$ cat config.mk
export PLATFORM = sky130hd
export DESIGN_NAME = mem_access_sequencer
export DESIGN_NICKNAME = d
export VERILOG_FILES = /design/src/rtl/feather_mem_pkg.sv /design/src/rtl/mem_access_sequencer.sv
export SDC_FILE = /design/constraint.sdc
export NUM_CORES = 1
export LEC_CHECK = 0
export BUFFER_PORTS_ARGS = -buffer_cell sky130_fd_sc_hd__clkbuf_2
export CAP_MARGIN = 5
export CORE_MARGIN = 5
export CORE_UTILIZATION = 40
export CTS_BUF_LIST = sky130_fd_sc_hd__clkbuf_16
export DETAILED_ROUTE_END_ITERATION = 8
export REMOVE_ABC_BUFFERS = 1
export SLEW_MARGIN = 20
export SYNTH_ARGS = -nofsm -noshare
export SYNTH_HDL_FRONTEND = slang
export SYNTH_SLANG_ARGS = --single-unit
export TNS_END_PERCENT = 5
$ cat constraint.sdc
create_clock -name clk -period 3.2 [get_ports clk]
set_clock_uncertainty 0.2 [all_clocks]
set_input_delay 0.16 -clock clk [delete_from_list [all_inputs] [get_ports clk]]
set_output_delay 0.16 -clock clk [all_outputs]
set_load 0.005 [all_outputs]
$ cat src/rtl/feather_mem_pkg.sv
// Shared types and helpers for the byte-serial load/store path.
// Contents:
//   size_e        access size encoding (byte, half, word, reserved)
//   seq_state_e   sequencer FSM states
//   last_index    index of the final byte of an access of the given size
//   extend_load   sign/zero extension of an assembled little-endian load
package feather_mem_pkg;

  typedef enum logic [1:0] {
    SIZE_B    = 2'd0,
    SIZE_H    = 2'd1,
    SIZE_W    = 2'd2,
    SIZE_RSVD = 2'd3
  } size_e;

  typedef enum logic [1:0] {
    IDLE   = 2'd0,
    ACCESS = 2'd1,
    RESP   = 2'd2
  } seq_state_e;

  // The reserved size maps to 3 only so the result is defined.
  // Requests of that size fault before any byte is touched.
  function automatic logic [1:0] last_index(input size_e size);
    case (size)
      SIZE_B:  return 2'd0;
      SIZE_H:  return 2'd1;
      default: return 2'd3;
    endcase
  endfunction

  // Byte and half loads extend from bit 7 or bit 15.
  // Sign extension is the default; is_unsigned selects zero extension.
  // Word loads pass through unchanged.
  function automatic logic [31:0] extend_load(input size_e       size,
                                              input logic        is_unsigned,
                                              input logic [31:0] data);
    case (size)
      SIZE_B:  return is_unsigned ? {24'h000000, data[7:0]}
                                  : {{24{data[7]}}, data[7:0]};
      SIZE_H:  return is_unsigned ? {16'h0000, data[15:0]}
                                  : {{16{data[15]}}, data[15:0]};
      SIZE_W:  return data;
      default: return 32'h00000000;
    endcase
  endfunction

endpackage

$ cat src/rtl/mem_access_sequencer.sv
// Load/store sequencer in front of a byte-wide memory port.
// It takes one 8/16/32-bit little-endian request per handshake.
// Each request is split into 1/2/4 consecutive byte accesses, one byte per cycle.
// The result is returned on a response handshake: loads are sign- or zero-extended,
// stores return 0, and faulting requests return 0 with rsp_error_o set.
// Ports:
//   clk, rst_n                       clock, asynchronous active-low reset
//   req_valid_i / req_ready_o        request handshake (ready only when idle)
//   req_addr_i, req_we_i, req_size_i request address, direction, size
//   req_unsigned_i, req_wdata_i      load extension mode, store data (LSB first)
//   rsp_valid_o / rsp_ready_i        response handshake
//   rsp_rdata_o, rsp_error_o         extended load data, fault flag
//   mem_address_o, mem_write_enable_o, mem_write_data_o   byte port to the memory
//   mem_data_i                       combinational read data for mem_address_o
module mem_access_sequencer
  import feather_mem_pkg::*;
#(
  parameter int MEM_BYTES = 256,
  parameter int ADDR_W    = 32
) (
  input  logic              clk,
  input  logic              rst_n,
  input  logic              req_valid_i,
  output logic              req_ready_o,
  input  logic [ADDR_W-1:0] req_addr_i,
  input  logic              req_we_i,
  input  logic [1:0]        req_size_i,
  input  logic              req_unsigned_i,
  input  logic [31:0]       req_wdata_i,
  output logic              rsp_valid_o,
  input  logic              rsp_ready_i,
  output logic [31:0]       rsp_rdata_o,
  output logic              rsp_error_o,
  output logic [ADDR_W-1:0] mem_address_o,
  output logic              mem_write_enable_o,
  output logic [7:0]        mem_write_data_o,
  input  logic [7:0]        mem_data_i
);

  localparam logic [ADDR_W:0]   MEM_END  = (ADDR_W+1)'(MEM_BYTES);
  localparam logic [ADDR_W-1:0] ADDR_ONE = ADDR_W'(1);

  seq_state_e        r_state;
  size_e             r_size;
  logic              r_we;
  logic              r_uns;
  logic [31:0]       r_wdata;
  logic [31:0]       r_acc;
  logic [1:0]        r_idx;
  logic              r_req_ready;
  logic              r_rsp_valid;
  logic [31:0]       r_rsp_rdata;
  logic              r_rsp_error;
  logic [ADDR_W-1:0] r_mem_addr;
  logic              r_mem_we;
  logic [7:0]        r_mem_wdata;

  size_e             w_req_size;
  logic [ADDR_W:0]   w_req_end;
  logic              w_fault;
  logic              w_accept;
  logic [1:0]        w_last_idx;
  logic [1:0]        w_idx_next;
  logic [31:0]       w_acc_next;

  // The end address is computed one bit wider than the address.
  // An access that wraps past the top of the address space therefore lands above MEM_END and faults.
  assign w_req_size = size_e'(req_size_i);
  assign w_req_end  = {1'b0, req_addr_i} + {{(ADDR_W-1){1'b0}}, last_index(w_req_size)};
  assign w_fault    = (w_req_size == SIZE_RSVD) || (w_req_end >= MEM_END);
  assign w_accept   = req_valid_i && r_req_ready;
  assign w_last_idx = last_index(r_size);
  assign w_idx_next = r_idx + 2'd1;

  // The accumulator with the byte currently on mem_data_i merged in.
  // The last byte of a load is never stored separately; it is folded in here when the response is built.
  always_comb begin
    w_acc_next = r_acc;
    w_acc_next[{r_idx, 3'b000} +: 8] = mem_data_i;
  end

  // The sequencer FSM.
  // The memory port outputs always describe the byte being accessed in the current cycle.
  // On the edge that leaves a byte, they are reloaded for the next byte.
  // When the access finishes, they are cleared to zero.
  always_ff @(posedge clk or negedge rst_n) begin
    if (!rst_n) begin
      r_state     <= IDLE;
      r_size      <= SIZE_B;
      r_we        <= 1'b0;
      r_uns       <= 1'b0;
      r_wdata     <= '0;
      r_acc       <= '0;
      r_idx       <= '0;
      r_req_ready <= 1'b1;
      r_rsp_valid <= 1'b0;
      r_rsp_rdata <= '0;
      r_rsp_error <= 1'b0;
      r_mem_addr  <= '0;
      r_mem_we    <= 1'b0;
      r_mem_wdata <= '0;
    end else begin
      case (r_state)
        IDLE: begin
          if (w_accept) begin
            r_size      <= w_req_size;
            r_we        <= req_we_i;
            r_uns       <= req_unsigned_i;
            r_wdata     <= req_wdata_i;
            r_acc       <= '0;
            r_idx       <= '0;
            r_req_ready <= 1'b0;
            if (w_fault) begin
              r_state     <= RESP;
              r_rsp_valid <= 1'b1;
              r_rsp_error <= 1'b1;
              r_rsp_rdata <= '0;
            end else begin
              r_state     <= ACCESS;
              r_mem_addr  <= req_addr_i;
              r_mem_we    <= req_we_i;
              r_mem_wdata <= req_we_i ? req_wdata_i[7:0] : 8'h00;
            end
          end
        end
        ACCESS: begin
          if (!r_we) begin
            r_acc <= w_acc_next;
          end
          if (r_idx == w_last_idx) begin
            r_state     <= RESP;
            r_mem_addr  <= '0;
            r_mem_we    <= 1'b0;
            r_mem_wdata <= '0;
            r_rsp_valid <= 1'b1;
            r_rsp_error <= 1'b0;
            r_rsp_rdata <= r_we ? 32'h00000000 : extend_load(r_size, r_uns, w_acc_next);
          end else begin
            r_idx       <= w_idx_next;
            r_mem_addr  <= r_mem_addr + ADDR_ONE;
            r_mem_wdata <= r_we ? r_wdata[{w_idx_next, 3'b000} +: 8] : 8'h00;
          end
        end
        RESP: begin
          if (rsp_ready_i) begin
            r_state     <= IDLE;
            r_rsp_valid <= 1'b0;
            r_rsp_error <= 1'b0;
            r_rsp_rdata <= '0;
            r_req_ready <= 1'b1;
          end
        end
        default: begin
          r_state     <= IDLE;
          r_req_ready <= 1'b1;
          r_rsp_valid <= 1'b0;
          r_rsp_error <= 1'b0;
          r_rsp_rdata <= '0;
          r_mem_addr  <= '0;
          r_mem_we    <= 1'b0;
          r_mem_wdata <= '0;
        end
      endcase
    end
  end

  assign req_ready_o        = r_req_ready;
  assign rsp_valid_o        = r_rsp_valid;
  assign rsp_rdata_o        = r_rsp_rdata;
  assign rsp_error_o        = r_rsp_error;
  assign mem_address_o      = r_mem_addr;
  assign mem_write_enable_o = r_mem_we;
  assign mem_write_data_o   = r_mem_wdata;

endmodule

# Word-level counts from Yosys, hierarchy flattened
# Index checks and enable logic that the tools add are counted.
[totals]
ram_bits = 0
latch_bits = 0
out_inout_bits = 76
ff_bits = 148
n_memories = 0
wordCells = 98
mem_bits_ro = 0
[op_classes]
n_reduce_logical = 14
n_addsub = 4
magnitude_cmp = 1
div = 0
n_eq_ne = 14
shift = 3
mul = 0
muxes = 46
bitwise = 2
[ops]
columns = ["op", "count"]
rows = [
  ["2-to-1 mux 32 bit", 12],
  ["case mux 32 bit (3 select lines)", 3],
  ["case mux 32 bit (2 select lines)", 1],
  ["2-to-1 mux 8 bit", 5],
  ["adder 32 x 2 -> 33 bit", 1],
  ["greater-or-equal comparator 33 x 9 -> 1 bit, second input constant", 1],
  ["adder 32 x 1 -> 32 bit, second input constant", 1],
  ["bitwise mux 32 bit", 1],
  ["variable shift 8 x 7 -> 32 bit, first input constant", 1],
  ["indexed part select 32 x 6 -> 8 bit", 1],
  ["indexed part select 8 x 7 -> 32 bit", 1],
  ["case mux 8 bit (3 select lines)", 1],
  ["AND reduction 3 bit", 5],
  ["inequality test 2 bit, second input constant", 7],
  ["2-to-1 mux 2 bit", 6],
  ["case mux 1 bit (3 select lines)", 4],
  ["case mux 2 bit (2 select lines)", 3],
  ["2-to-1 mux 1 bit", 9],
  ["AND reduction 4 bit", 2],
  ["negator 5 -> 7 bit", 1],
  ["equality test 2 x 1 -> 1 bit, second input constant", 3],
  ["equality test 2 bit, second input constant", 3],
  ["zero test 2 bit", 3],
  ["case mux 2 bit (3 select lines)", 1],
  ["7 further kinds", 8],
]

# Longest topological paths before layout
[logic_depth]
word_depth = 8
mapped_depth = 13
ltp_nobuf = 11

# Worst setup path before layout
# Ideal clock, no wire load.
[synth_timing]
path_kind = "input-to-reg"
startpoint = "in req_size_i[0]"
endpoint = "reg r_mem_addr[1], in the netlist mem_address_o[1]"
path_stages = 13
required_time_ns = 2.873
path_buffers = 2
path_slack_ns = -0.495
arrival_time_ns = 3.368
path_cell_list = "or2_2 -> ha_1 -> fa_1 -> nand3_1 -> nor3_1 -> a2111oi_0 -> mux2i_1 -> o32a_1 -> or4_1 -> buf_2 -> o21ai_4 -> buf_6 -> mux2_1"
[synth_between]
elab_chain_len = 7
word_cells_on_any_way = 9
cone_classes = "1 x add/sub; 1 x order compare; 3 x eq/ne; 1 x mux; 3 x reduce/logical"
[synth_lines]
columns = ["element", "line", "source"]
rows = [
  ["start: declaration", "mem_access_sequencer.sv:27", "input logic [1:0] req_size_i,"],
  ["equality test 2 x 1 -> 1 bit / zero test 2 bit (equally long branches)", "feather_mem_pkg.sv:25", "case (size)"],
  ["case mux 2 bit (2 select lines)", "feather_mem_pkg.sv:25", ""],
  ["adder 32 x 2 -> 33 bit", "mem_access_sequencer.sv:69", "assign w_req_end = {1'b0, req_addr_i} + {{(ADDR_W-1){1'b0}}, last_index(w_req_size)};"],
  ["greater-or-equal comparator 33 x 9 -> 1 bit", "mem_access_sequencer.sv:70", "assign w_fault = (w_req_size == SIZE_RSVD) || (w_req_end >= MEM_END);"],
  ["logical OR 1 bit (*)", "mem_access_sequencer.sv:70", ""],
  ["inequality test 2 bit (no line) (*)", "--", ""],
  ["AND reduction 3 bit (no line) (*)", "--", ""],
  ["end signal: assignment", "mem_access_sequencer.sv:120", "r_mem_addr <= req_addr_i;"],
  ["end signal: assignment", "mem_access_sequencer.sv:140", "r_mem_addr <= r_mem_addr + ADDR_ONE;"],
  ["end: declaration", "mem_access_sequencer.sv:54", "logic [ADDR_W-1:0] r_mem_addr;"],
]
# Every way passes the cells marked *; elsewhere a longest branch is shown, timed or not.
# A chain may end at the register's enable or synchronous reset.

# Worst setup path after layout
[layout_timing]
startpoint = "in req_addr_i[4]"
endpoint = "reg r_mem_addr[3], in the netlist mem_address_o[3]"
[layout_between]
elab_chain_len = 5
[layout_lines]
columns = ["element", "line", "source"]
rows = [
  ["start: declaration", "mem_access_sequencer.sv:25", "input logic [ADDR_W-1:0] req_addr_i,"],
  ["adder 32 x 2 -> 33 bit", "mem_access_sequencer.sv:69", ""],
  ["greater-or-equal comparator 33 x 9 -> 1 bit", "mem_access_sequencer.sv:70", ""],
  ["logical OR 1 bit", "mem_access_sequencer.sv:70", ""],
  ["inequality test 2 bit (no line)", "--", ""],
  ["AND reduction 3 bit (no line)", "--", ""],
]
# No other way between the ends.

==> flow_metrics.env <==
export IMPL_worstPathArrival_ns=3.19
export IMPL_drt_iter0_drc=358
export IMPL_insertedDiodeCount=0
export IMPL_htreeDepth=4
export IMPL_power_density_nw_per_um2=524.2
export IMPL_worstHoldStart="req_addr_i[5]"
export IMPL_finalHoldViolCount=1
export IMPL_ys_seq_area_share_pct=45.24
export IMPL_setup_viol=0
export IMPL_drc=0
export IMPL_async_reset_ff_share_pct=100.0
export IMPL_cts_max_path_buffers=2
export IMPL_synth_distinct_cells=67
export IMPL_hp_class="in -> reg"
export IMPL_place_inst=1307
export IMPL_die_h_um=153.1
export IMPL_antenna_found_initial=0
export IMPL_slew_headroom_pct=56.92
export IMPL_grt_usage_pct=20.19
export IMPL_portBuffers=155
export IMPL_path_max_fanout=7
export IMPL_ys_warnings_count=0
export IMPL_holdPathStages=4
export IMPL_seq_power_share_pct=40.5
export IMPL_routedWlPerCell_um=16.87
export IMPL_setup_tns_ns=0
export IMPL_synthFlopType="dfrtp_1"
export IMPL_grt_pass1_vias=7699
export IMPL_ys_seq_elements=148
export IMPL_drive_gt1_share_pct=32.95
export IMPL_fin_area_um2=11040
export IMPL_vias_per_cell=5.403
export IMPL_fillers=1845
export IMPL_grt_overflow_total=0
export IMPL_hold_ws_ns=-0.04063
export IMPL_final_core_util_pct=54.76
export IMPL_path_class="in -> reg"
export IMPL_synth_cell_area_um2=8189
export IMPL_io_pin_count=156
export IMPL_start_util_pct=40.60
export IMPL_area_delta_synth_final_pct=34.87
export IMPL_pre_cts_ws_ns=-0.5358
export IMPL_synth_edf_count=0
export IMPL_fin_crit_sh_pct=96.45
export IMPL_dr_pass1_iters=5
export IMPL_ant_nets=0
export IMPL_routabilityCongestion=0.8930
export IMPL_r2r_end="mem_address_o[31]"
export IMPL_syn_area_per_cell_um2=9.784
export IMPL_max_freq_mhz=324.0
export IMPL_sw_frac_of_total_pct=31.74
export IMPL_cts_tree="done"
export IMPL_nets=1196
export IMPL_dr_total_vias=7510
export IMPL_clkPwrFrac_pct=33.1
export IMPL_switchingPower_uw=1837
export IMPL_grt_pass1_wl_um=39250
export IMPL_synth_cells=837
export IMPL_multi_input_area_um2=4297
export IMPL_pwr_share_comb_pct=26.4
export IMPL_totalWireLength_um=23440
export IMPL_status="complete, but fails checks"
export IMPL_cts_root_buf="clkbuf_16"
export IMPL_r2r_setup_slack_ns=0.32
export IMPL_violations="negative hold slack"
export IMPL_drv_slew=0
export IMPL_peakVddDrop_mv=0.4621
export IMPL_numClockSinks=148
export IMPL_cts_made_buffers=17
export IMPL_crit_required_ns=3.30
export IMPL_timing_rr_start="mem_address_o[8]"
export IMPL_dieWidth_um=153.1
export IMPL_holdPathEnd="mem_address_o[5]"
export IMPL_coreArea_um2=20170
export IMPL_p_int_uw=3952
export IMPL_cts_clk_slew_worst_paths_ns=0.07
export IMPL_dpl_cell_area_um2=9861
export IMPL_grt_max_degree=66
export IMPL_die_area_um2=23440
export IMPL_leakagePower_uw=0.004944
export IMPL_rr_worst_depth=8
export IMPL_start_kind="input pin"
export IMPL_cp_end_kind="register"
export IMPL_hpwlAfterDp_um=16570
export IMPL_fin_cells=1390
export IMPL_clk_latency_ns=0.42
export IMPL_num_rows=52
export IMPL_fin_ws_ns=0.1136
export IMPL_worst_slew_pin_slew_ns=0.6461
export IMPL_regArea_um2=3705
export IMPL_maxCapViolCount=0
export IMPL_fin_crit_ns=3.086
power by group through the flow:
stage	combinational (uW)	sequential (uW)	clock [uW]
final	1530	2340	1920
after global routing	1670	2380	2050
after CTS	1530	2340	1970
after detailed placement	1480	2380	0
after global placement	1460	2360	0
after floorplan	934	2320	0
cells in the final DEF (no fill, tap or decap), types with 6 or more instances in the layout:
cell type,count
clkbuf_2,154
dfrtp_1,147
buf_4,81
a21oi_1,67
nand2_1,64
o21ai_0,56
mux2_2,55
nor2_1,55
dlygate4sd3_1,49
inv_1,36
nor2b_1,35
nand3_1,22
mux2i_1,22
a31oi_1,21
a22o_1,19
nor3_1,17
clkbuf_16,17
and3_1,12
nand2b_1,12
nand4_1,11
nor4_1,10
and2_1,8
mux4_2,8
a32o_1,8
o211ai_1,7
ha_1,7
or3_1,6
xor2_1,6
worst max path at each step:
stage | from | endpoint | slack (ns) | cells past startpoint
2_1_floorplan | req_ready_o | r_acc[15] | -1.68 | 4
3_3_place_gp | req_size_i[0] | mem_address_o[3] | -0.48 | 14
3_5_place_dp | req_size_i[0] | mem_address_o[3] | -0.54 | 14
4_1_cts | req_size_i[0] | mem_address_o[3] | 0.004 | 13
5_1_grt | req_addr_i[4] | mem_write_data_o[1] | -0.007 | 13
6_report | req_addr_i[4] | mem_address_o[3] | 0.11 | 13
Yosys cell counts, drive strengths merged, types with 4 or more instances:
cell type,number,area (um^2)
ha,8,100.1
clkbuf,28,106.4
nor2b,35,219.0
o31ai,5,37.54
nor3,19,95.09
a32o,8,80.08
o211ai,7,52.55
a21oi,69,345.3
dfrtp,147,3679
and3,12,75.07
nand2,64,240.2
xnor2,4,35.03
or4,5,37.54
or3,6,37.54
nand2b,12,75.07
and4,5,43.79
nor2,56,210.2
buf,13,68.81
and2,8,50.05
or2,4,25.02
nand4,12,90.09
xor2,6,52.55
mux2,61,686.9
mux4,8,180.2
o21ai,58,301.5
nor4,14,108.9
nand3,23,115.1
a22o,19,166.4
mux2i,22,220.2
a31oi,22,137.6
o21a,5,37.54
inv,36,135.1
state kept, by name (all words and copies together), names as in the netlist:
register,flops
mem_write_data_o,8
req_ready_o,1
rsp_error_o,1
r_we,1
mem_write_enable_o,1
rsp_valid_o,1
mem_address_o,32
r_acc,32
r_idx,2
r_state,2
rsp_rdata_o,32
r_size,2
r_uns,1
r_wdata,32
area by class of cell:
type | instances | share of cell area, %
multi-input cells | 612 | 38.90
well taps | 270 | 3.059
flip-flops and latches | 148 | 33.54
repair buffers | 292 | 18.14
clock buffers | 17 | 3.852
clock inverters | 15 | 1.280
inverters | 36 | 1.224
metal layers:
metal  GRT usage [%]  wire length [um]  vias to the layer above
met3           5.768              1513                       34
met1           26.62             10480                     3643
li1                -                 -                     3611
met5               0                 0                        -
met4           6.109               476                        0
met2           32.42             10970                      222
critical path, cell delays in order:
cell and delay (ns):
clkbuf_2 0.11, dlygate4sd3_1 0.55, buf_4 0.15, nand4_1 0.15
nor3_4 0.20, buf_6 0.15, nand2_1 0.07, o211ai_1 0.24
a31oi_2 0.15, or4_4 0.56, buf_4 0.17, o21a_4 0.21
a221o_1 0.29
cells by family (layout without fill, tap and decap cells):
kind of cell,after synthesis,in the layout,share of synthesized area [%]
compound gates,220,220,17.02
xor+xnor,10,10,1.069
fa+ha+maj,9,9,1.467
buf+inv,77,360,3.789
flops,148,148,45.24
mux,91,91,13.28
simple gates,282,282,18.14
stage by stage:
| stage | power (uW) | hold slack (ns) |
|---|---|---|
| after global placement | 3821 | -0.009491 |
| final | 5789 | -0.04063 |
| after CTS | 5840 | 0.0009063 |
| after detailed placement | 3854 | -0.006910 |
| after global routing | 6100 | 0.02316 |
| after floorplan | 3250 | -0.3356 |
what timing repair did:
| action | 4_1_cts | 5_1_grt |
|---|---|---|
| pin swaps | 2 | 13 |
| gates resized for setup | 4 | 23 |
| endpoints found under the setup margin | 21 | 72 |
| hold buffers | 50 | 1 |
| buffers inserted | 1 | 1 |
| endpoints found under the hold margin | 139 | 1 |
Power figures use the tool's default switching activity.
